**src/rtl/laser_sdram_arbiter.sv**
```systemverilog
// Shares one 8-bit SDRAM port between video fetch, the Z80 CPU and a one-entry ioctl download buffer.
// Each grant opens a fixed SLOT_CYC-cycle window. The window is followed by a DONE cycle that acks the requester and may grant again.
module laser_sdram_arbiter #(
   parameter int                ADDR_W   = 25,
   parameter int                SLOT_CYC = 4,
   parameter logic [ADDR_W-1:0] PRG_BASE = 25'h08995,
   parameter int                CPU_AGE  = 2
) (
   input  logic              clk,
   input  logic              reset_n,
   input  logic              vid_req,
   input  logic [ADDR_W-1:0] vid_addr,
   output logic              vid_ack,
   output logic [7:0]        vid_data,
   input  logic              cpu_req,
   input  logic              cpu_we,
   input  logic [ADDR_W-1:0] cpu_addr,
   input  logic [7:0]        cpu_wdata,
   output logic              cpu_ack,
   output logic [7:0]        cpu_rdata,
   input  logic              ioctl_download,
   input  logic              ioctl_wr,
   input  logic [ADDR_W-1:0] ioctl_addr,
   input  logic [7:0]        ioctl_data,
   output logic              dl_busy,
   output logic              dl_overrun,
   output logic [ADDR_W-1:0] sdram_addr,
   output logic              sdram_rd,
   output logic              sdram_wr,
   output logic [7:0]        sdram_din,
   input  logic [7:0]        sdram_dout
);

   localparam int CNT_W = $clog2(SLOT_CYC + 1);
   localparam int AGE_W = (CPU_AGE < 1) ? 1 : $clog2(CPU_AGE + 1);

   typedef enum logic [1:0] {S_IDLE, S_ACCESS, S_DONE} state_t;
   typedef enum logic [2:0] {G_NONE, G_VID, G_CPU_RD, G_CPU_WR, G_DL} gnt_t;

   state_t            state_q, state_d;
   gnt_t              gnt_q, gnt_d, sel;
   logic [CNT_W-1:0]  cnt_q, cnt_d;
   logic [AGE_W-1:0]  age_q, age_d;
   logic              vid_ack_q, vid_ack_d, cpu_ack_q, cpu_ack_d;
   logic [7:0]        vid_data_q, vid_data_d, cpu_rdata_q, cpu_rdata_d;
   logic [ADDR_W-1:0] sdram_addr_q, sdram_addr_d;
   logic              sdram_rd_q, sdram_rd_d, sdram_wr_q, sdram_wr_d;
   logic [7:0]        sdram_din_q, sdram_din_d;
   logic              buf_full_q, buf_full_d;
   logic [ADDR_W-1:0] buf_addr_q, buf_addr_d;
   logic [7:0]        buf_data_q, buf_data_d;
   logic              dl_overrun_q, dl_overrun_d, dl_prev_q, dl_prev_d;
   logic              vid_pend, cpu_pend, cpu_old, dl_strobe, dl_rise, dl_grant;

   // A requester being acked this cycle is not pending, so a req that drops on ack is never served twice.
   always_comb begin
      vid_pend = vid_req & ~vid_ack_q;
      cpu_pend = cpu_req & ~cpu_ack_q;
      cpu_old  = (age_q >= AGE_W'(CPU_AGE));
      sel      = G_NONE;
      if (state_q != S_ACCESS) begin
         if (vid_pend)
            sel = G_VID;
         else if (cpu_pend && (cpu_old || !buf_full_q))
            sel = cpu_we ? G_CPU_WR : G_CPU_RD;
         else if (buf_full_q)
            sel = G_DL;
      end
   end

   assign dl_grant  = (sel == G_DL);
   assign dl_strobe = ioctl_wr & ioctl_download;
   assign dl_rise   = ioctl_download & ~dl_prev_q;

   always_comb begin
      state_d      = state_q;
      gnt_d        = gnt_q;
      cnt_d        = cnt_q;
      age_d        = age_q;
      vid_ack_d    = 1'b0;
      cpu_ack_d    = 1'b0;
      vid_data_d   = vid_data_q;
      cpu_rdata_d  = cpu_rdata_q;
      sdram_addr_d = sdram_addr_q;
      sdram_rd_d   = 1'b0;
      sdram_wr_d   = 1'b0;
      sdram_din_d  = sdram_din_q;
      buf_full_d   = buf_full_q;
      buf_addr_d   = buf_addr_q;
      buf_data_d   = buf_data_q;
      dl_overrun_d = dl_overrun_q;
      dl_prev_d    = ioctl_download;

      case (state_q)
         S_ACCESS: begin
            if (cnt_q == CNT_W'(SLOT_CYC)) begin
               state_d = S_DONE;
               case (gnt_q)
                  G_VID:    begin vid_data_d  = sdram_dout; vid_ack_d = 1'b1; end
                  G_CPU_RD: begin cpu_rdata_d = sdram_dout; cpu_ack_d = 1'b1; end
                  G_CPU_WR: cpu_ack_d = 1'b1;
                  default:  ;
               endcase
            end else begin
               cnt_d = cnt_q + CNT_W'(1);
            end
         end
         S_DONE:  state_d = S_IDLE;
         default: ;
      endcase

      if (sel != G_NONE) begin
         state_d = S_ACCESS;
         gnt_d   = sel;
         cnt_d   = CNT_W'(1);
         case (sel)
            G_VID: begin
               sdram_addr_d = vid_addr;
               sdram_rd_d   = 1'b1;
            end
            G_CPU_RD: begin
               sdram_addr_d = cpu_addr;
               sdram_rd_d   = 1'b1;
            end
            G_CPU_WR: begin
               sdram_addr_d = cpu_addr;
               sdram_din_d  = cpu_wdata;
               sdram_wr_d   = 1'b1;
            end
            default: begin
               sdram_addr_d = buf_addr_q;
               sdram_din_d  = buf_data_q;
               sdram_wr_d   = 1'b1;
            end
         endcase
      end

      // Age saturates at CPU_AGE; only losses while the CPU was actually waiting count.
      if (sel == G_CPU_RD || sel == G_CPU_WR)
         age_d = '0;
      else if (sel != G_NONE && cpu_pend && !cpu_old)
         age_d = age_q + AGE_W'(1);

      if (dl_grant)
         buf_full_d = 1'b0;
      if (dl_rise)
         dl_overrun_d = 1'b0;
      if (dl_strobe) begin
         if (!buf_full_q || dl_grant) begin
            buf_full_d = 1'b1;
            buf_addr_d = PRG_BASE + ioctl_addr;
            buf_data_d = ioctl_data;
         end else begin
            dl_overrun_d = 1'b1;
         end
      end
   end

   always_ff @(posedge clk or negedge reset_n) begin
      if (!reset_n) begin
         state_q      <= S_IDLE;
         gnt_q        <= G_NONE;
         cnt_q        <= '0;
         age_q        <= '0;
         vid_ack_q    <= 1'b0;
         cpu_ack_q    <= 1'b0;
         vid_data_q   <= '0;
         cpu_rdata_q  <= '0;
         sdram_addr_q <= '0;
         sdram_rd_q   <= 1'b0;
         sdram_wr_q   <= 1'b0;
         sdram_din_q  <= '0;
         buf_full_q   <= 1'b0;
         buf_addr_q   <= '0;
         buf_data_q   <= '0;
         dl_overrun_q <= 1'b0;
         dl_prev_q    <= 1'b0;
      end else begin
         state_q      <= state_d;
         gnt_q        <= gnt_d;
         cnt_q        <= cnt_d;
         age_q        <= age_d;
         vid_ack_q    <= vid_ack_d;
         cpu_ack_q    <= cpu_ack_d;
         vid_data_q   <= vid_data_d;
         cpu_rdata_q  <= cpu_rdata_d;
         sdram_addr_q <= sdram_addr_d;
         sdram_rd_q   <= sdram_rd_d;
         sdram_wr_q   <= sdram_wr_d;
         sdram_din_q  <= sdram_din_d;
         buf_full_q   <= buf_full_d;
         buf_addr_q   <= buf_addr_d;
         buf_data_q   <= buf_data_d;
         dl_overrun_q <= dl_overrun_d;
         dl_prev_q    <= dl_prev_d;
      end
   end

   assign vid_ack    = vid_ack_q;
   assign vid_data   = vid_data_q;
   assign cpu_ack    = cpu_ack_q;
   assign cpu_rdata  = cpu_rdata_q;
   assign sdram_addr = sdram_addr_q;
   assign sdram_rd   = sdram_rd_q;
   assign sdram_wr   = sdram_wr_q;
   assign sdram_din  = sdram_din_q;
   assign dl_busy    = ioctl_download | buf_full_q;
   assign dl_overrun = dl_overrun_q;

endmodule

```
**config.mk**
```make
export PLATFORM = sky130hd
export DESIGN_NAME = laser_sdram_arbiter
export DESIGN_NICKNAME = d
export VERILOG_FILES = /design/src/rtl/laser_sdram_arbiter.sv
export SDC_FILE = /design/constraint.sdc
export NUM_CORES = 1
export LEC_CHECK = 0
export ABC_AREA = 0
export ABC_CLOCK_PERIOD_IN_PS = 4540
export BUFFER_PORTS_ARGS = -buffer_cell sky130_fd_sc_hd__buf_2
export CORE_UTILIZATION = 55
export CTS_CLUSTER_SIZE = 14
export DETAILED_ROUTE_END_ITERATION = 16
export GPL_TIMING_DRIVEN = 0
export PLACE_DENSITY = 0.84
export SLEW_MARGIN = 20
export SYNTH_ARGS = -nofsm -noshare
export SYNTH_HDL_FRONTEND = slang
export SYNTH_SLANG_ARGS = --single-unit
export TNS_END_PERCENT = 5
```
**constraint.sdc**
```tcl
create_clock -name clk -period 4.54 [get_ports clk]
set_input_delay 0.454 -clock clk [delete_from_list [all_inputs] [get_ports clk]]
set_output_delay 0.454 -clock clk [all_outputs]
set_load 0.005 [all_outputs]
```
* Word level (Yosys, flattened, before mapping) *
Cells that the tools add are included.

word-level totals
  output and inout bits = 55
  input bits = 106
  register bits = 99
  word-level logic and storage cells = 95

operators by class
  multiplexer cells = 31
  $lt $le $gt $ge = 1
  reduce and logical (&&, ||, !) cells = 21
  add/subtract/negate cells = 3
  bitwise gates (word level) = 9
  eq/ne operators = 13

operator list
  cell                                                                     number
  25-bit one-hot mux with 2 select lines                                   1
  16-bit by 25-bit adder with 25-bit output, first input constant          1
  3-bit two-way mux                                                        7
  1-bit two-way mux                                                        17
  8-bit one-hot mux with 2 select lines                                    1
  3-bit by 2-bit equality test with 1-bit output, second input constant    4
  2-bit two-way mux                                                        4
  2-bit AND reduction                                                      4
  3-bit by 1-bit equality test with 1-bit output, second input constant    2
  3-bit equality test, second input constant                               2
  3-bit AND reduction                                                      2
  3-bit nonzero test                                                       2
  2-bit OR reduction                                                       3
  1-bit AND                                                                4
  2-bit by 1-bit inequality test with 1-bit output, second input constant  2
  1-bit NOT                                                                4
  2-bit one-hot mux with 2 select lines                                    1
  2-bit nonzero test                                                       2
  3-bit by 1-bit adder with 3-bit output, second input constant            1
  1-bit logical AND                                                        3
  1-bit logical OR                                                         3
  3-bit inequality test, second input constant                             1
  2-bit by 1-bit adder with 2-bit output, second input constant            1
  2-bit by 1-bit equality test with 1-bit output, second input constant    1
  4 further kinds                                                          5

* Logic depth before layout (Yosys ltp) *
  depth in word-level cells = 11
  mapped depth = 10
  gate-level depth less buffers = 8

* Worst setup path before layout *
No wires, ideal clock.

  kind = register to register
  start point = reg state_q[1]
  end point = reg cpu_rdata_q[0] (netlist: cpu_rdata[0])
  required time = 4415 ps
  setup time = 125 ps
  cell stages (with the launch flop) = 9
  path slack = 2784 ps
  arrival = 1631 ps
  path through = dfrtp_1 -> inv_1 -> ha_1 -> buf_6 -> and4b_1 -> and2_1 -> nor2b_1 -> buf_2 -> mux2_2

between the ends
  cells in the longest elaborated chain, start to end = 2

RTL lines
  element                                         RTL line  RTL
  start, declared                                 40        state_t state_q, state_d;
  start signal, assigned                          179       state_q <= state_d;
  2-bit by 1-bit equality test with 1-bit output  94        case (state_q)
  3-bit AND reduction (no line)                   -
  end signal, assigned                            186       cpu_rdata_q <= cpu_rdata_d;
  end, declared                                   45        logic [7:0] vid_data_q, vid_data_d, cpu_rdata_q, cpu_rdata_d;

No other way between the ends.
A chain may end at the register's enable or synchronous reset.

* Worst setup path in the final report *
  start point = reg state_q[0]
  end point = reg buf_addr_q[13]

between the ends
  cells in the longest elaborated chain, start to end = 5

RTL lines
  element                                           RTL line  RTL
  2-bit by 1-bit inequality test with 1-bit output  61        if (state_q != S_ACCESS) begin
  3-bit two-way mux                                 61
  3-bit equality test                               71        assign dl_grant = (sel == G_DL);
  1-bit logical OR                                  149       if (!buf_full_q || dl_grant) begin
  2-bit AND reduction (no line)                     -
  end signal, assigned                              192       buf_addr_q <= buf_addr_d;
  end, declared                                     50        logic [ADDR_W-1:0] buf_addr_q, buf_addr_d;

No other way between the ends.

==> metrics.md <==
| Metric | Value |
|---|---|
| Status | `finished, final reports clean` |
| Sequential-to-total area share from yosys stat | `0.511` |
| Area of the core | `about 0.0084 mm²` |
| Hold WS | `242 ps` |
| Max Slew Vio Count | `0` |
| Top_reg_cell synth | `dfrtp_1` |
| Critical-path top delay cell | `dfrtp_1` |
| Max stage delay on crit path | `about 410 ps` |
| First-iteration detailed-routing DRC count | `roughly 220` |
| CTS Sinks | `a little under 100` |
| Number of global-route vias before repair | `a little over 4k` |
| Post-synth ARST share | `1.00` |
| Syn Std Cell Area | `0.00485 mm²` |
| R2r setup slk | `2470 ps` |
| Worst EP required | `4770 ps` |
| Most used cell, CP | `buf_6` |
| TritonCTS Buffers | `9` |
| Nets@finish | `748` |
| Root Buffer | `clkbuf_8` |
| Gr usage total | `0.286` |
| Synth unique cells | `54` |
| RSZ-0062 raised after global routing | `false` |
| Critical setup path kind | `register to register` |
| Largest family of logic cells by synthesized area | `compound AO/OA/AOI/OAI gates` |
| Final setup violation count | `0` |
| Port bufs | `between 150 and 200` |
| Critical path cell sequence | `ha_1 -> buf_6 -> nand2b_4 -> o21ai_2 -> nand3_1 -> buf_6 -> buf_2 -> nand2_1 -> o21ai_0` |
| Post-synth EDFFs | `0` |
| Startpoint Class | `register` |
| Compound-Gate Fraction of Synth Area | `0.197` |
| Die Width | `between 90 and 100 µm` |
| Max Freq | `484 MHz` |
| DRC viols | `0` |
| Grt ovf | `0` |
| Simple-Gate Fraction of Synth Area | `0.119` |
| CTS H-tree lvls | `3` |
| Initial Utilization | `0.579` |
| Metal3 WL | `~790 µm` |
| Bufs on Longest Clock Path | `2` |
| Met2 routed WL | `between 6000 and 7000 µm` |
| Synth Net Count | `approximately 580` |
| Clock transition at path regs | `about 100 ps` |
| Post-synthesis adder-cell area fraction | `0.0155` |
| Clock Skew | `roughly 15 ps` |
| Die height | `between 90 and 100 µm` |
| Die area | `0.00920 mm²` |
| Hold WC Path Type | `input port to register` |
| Highest routed layer | `met4` |
| #FFs+latches synth | `between 90 and 100` |
| Synth-to-Final Area Change | `24.6%` |
| Global-route wire length before repair | `between 15000 and 20000 µm` |
| RD Place Congestion | `0.890` |
| Cell Pwr Density | `slightly below 600 mW/mm²` |
| Worst Path Max Fanout | `10` |
| Layout cells sized above 1 | `0.373` |
| Clk Latency, worst-skew pair | `370 ps` |
| Setup TNS | `0 ps` |
| Post-synthesis xor/xnor area fraction | `0.0433` |
| Synthesized area per cell | `~10 µm²` |
| Row count | `33` |
| CP Capture Type | `register` |
| Mux contribution to synthesized area | `0.0748` |
| Final Hold Vio Count | `0` |
| Drt wl/cell | `17.0 µm` |
| Ratio of routed vias to standard cells | `approximately 5.7` |
| Register-to-Register Path Depth | `9` |
| LEAKAGE | `2.96 nW` |
| ANT cells | `0` |
| Slew headroom | `0.626` |
| Post-route ant nets | `0` |
| Worst Max-Slew Pin Slew | `around 560 ps` |
| DR pass1 iterations | `6` |
| Initial antenna violation count | `0` |
| Tcrit/Tclk final | `0.455` |
| Worst Path Arrival | `approximately 2300 ps` |
| Synth Instances | `463` |
| Worst r2r dst | `buf_addr_q[13]` |
| TritonCTS clock tree | `built` |
| Worst VDD drop | `between 200 and 300 µV` |
| Ys Warns | `0` |
| Vias | `approximately 4.3k` |
| Minimum clock period | `2070 ps` |
| Metal-1 WL | `5170 µm` |
| Start of the worst register-to-register path | `state_q[0]` |
| Critical Path End | `buf_addr_q[13]` |
| IO Pins | `between 150 and 200` |
| Crit path launch | `state_q[0]` |
| Hpwl dp | `9550 µm` |
| Pin count of the biggest net entering global routing | `74` |
| Max Cap Viol | `0` |
| Drt total wl | `12700 µm` |
==> worst min-delay path by stage <==
stage | startpoint | end | slack [ps] | cells after the start
final | ioctl_download | dl_prev_q | 240 | 1
after global routing | ioctl_download | dl_prev_q | 230 | 1
after CTS | ioctl_download | dl_prev_q | 230 | 1
after detailed placement | reset_n | dl_overrun | 340 | 1
after global placement | sdram_addr[18] | sdram_addr[18] | 460 | 2
after floorplan | reset_n | age_q[0] | 160 | 0
==> synth_stat cells, types with 2 or more instances <==
library cell | number | area, µm²
a21o_1 | 3 | 22.5
a21oi_1 | 18 | 90.1
a21oi_4 | 2 | 32.5
and3_1 | 3 | 18.8
and4_1 | 2 | 17.5
buf_2 | 11 | 55.1
buf_4 | 5 | 37.5
buf_6 | 2 | 22.5
clkbuf_1 | 6 | 22.5
clkbuf_8 | 2 | 27.5
dfrtp_1 | 99 | 2480
ha_1 | 6 | 75.1
inv_1 | 6 | 22.5
mux2_2 | 26 | 293
mux2i_1 | 7 | 70.1
nand2_1 | 64 | 240
nand2b_4 | 2 | 27.5
nand3_1 | 6 | 30.0
nand4_1 | 2 | 12.5
nor2_1 | 16 | 60.1
nor2_2 | 2 | 12.5
nor2b_1 | 8 | 50.1
nor3_2 | 2 | 20.0
nor4_1 | 2 | 12.5
o211ai_1 | 2 | 15.0
o21a_1 | 3 | 22.5
o21ai_0 | 45 | 225
o21ai_1 | 12 | 60.1
o21ai_2 | 2 | 17.5
o22a_1 | 25 | 219
o22ai_1 | 26 | 163
or3_1 | 2 | 12.5
xnor2_1 | 10 | 87.6
xor2_1 | 14 | 123
==> metrics by stage <==
step	instance area (µm²)	std cells	utilization	setup WS, ps	total power [W]
2_1_floorplan	4850	463	-	2780	0.00239
3_3_place_gp	5780	728	0.690	2070	0.00286
3_5_place_dp	5820	729	0.694	2490	0.00297
4_1_cts	6040	746	0.721	2470	0.00360
5_1_grt	6040	746	0.721	2330	0.00385
6_report	6040	746	0.721	2470	0.00360
==> routing by layer <==
layer	vias to the layer above	track usage
met3	22	0.0442
met4	0	0.111
met1	2078	0.359
met2	177	0.497
met5	-	0
li1	1997	-
==> sequential cells by signal, indices dropped and copies added (netlist names), 3 cells and up <==
name        count
sdram_addr     25
gnt_q           3
cnt_q           3
buf_addr_q     25
buf_data_q      8
sdram_din       8
vid_data        8
cpu_rdata       8
==> kinds of logic after synthesis <==
kind of cell | count (synthesis)
AO/OA/AOI/OAI | 148
AND/OR/NAND/NOR | 120
flip-flops | 99
buffers and inverters | 33
multiplexers | 33
XOR/XNOR | 24
adder cells (fa/ha/maj) | 6
==> repair_timing <==
item / CTS / global route
gates resized for setup: 0 / 0
setup buffers: 0 / 0
endpoints found under the hold margin: 26 / 0
hold buffers: 1 / 0
==> worst max-delay path: cells and delay by family (launching register included) <==
family | cells | cell delay (ps)
simple gates | 3 | 480
buf+inv | 3 | 560
flops | 1 | 410
compound gates | 2 | 260
fa+ha+maj | 1 | 210
==> area by class of cell <==
| cell class | instances | area (µm²) |
|---|---|---|
| multi-input combinational | 331 | 2180 |
| sequential | 99 | 2480 |
| clock buffer | 10 | 128 |
| timing repair buffer | 162 | 845 |
| tap | 105 | 131 |
| buffer | 27 | 169 |
| clock inverter | 6 | 87.6 |
| fill | 640 | 2340 |
| inverter | 6 | 22.5 |
==> layout by cell type, fill, tap and decap left out, types with 3 or more instances in the layout <==
cell type	n
a21o_1	3
a21oi_1	18
and3_1	3
buf_2	170
buf_4	5
buf_6	3
clkbuf_1	7
clkbuf_8	11
dfrtp_1	99
ha_1	6
inv_1	6
mux2_2	26
mux2i_1	7
nand2_1	64
nand3_1	6
nor2_1	16
nor2b_1	8
o21a_1	3
o21ai_0	45
o21ai_1	12
o22a_1	25
o22ai_1	26
xnor2_1	10
xor2_1	14
==> where the power goes <==
| part | leakage (nW) | internal (W) | total, W | switching (W) |
|---|---|---|---|---|
| Sequential | 1.23 | 0.00128 | 0.00151 | 0.000230 |
| Clock | 0.111 | 0.000313 | 0.000630 | 0.000317 |
| Combinational | 1.61 | 0.000658 | 0.00146 | 0.000800 |
| Total | 2.96 | 0.00225 | 0.00360 | 0.00135 |
No activity file was read; power rests on OpenSTA's default activity.
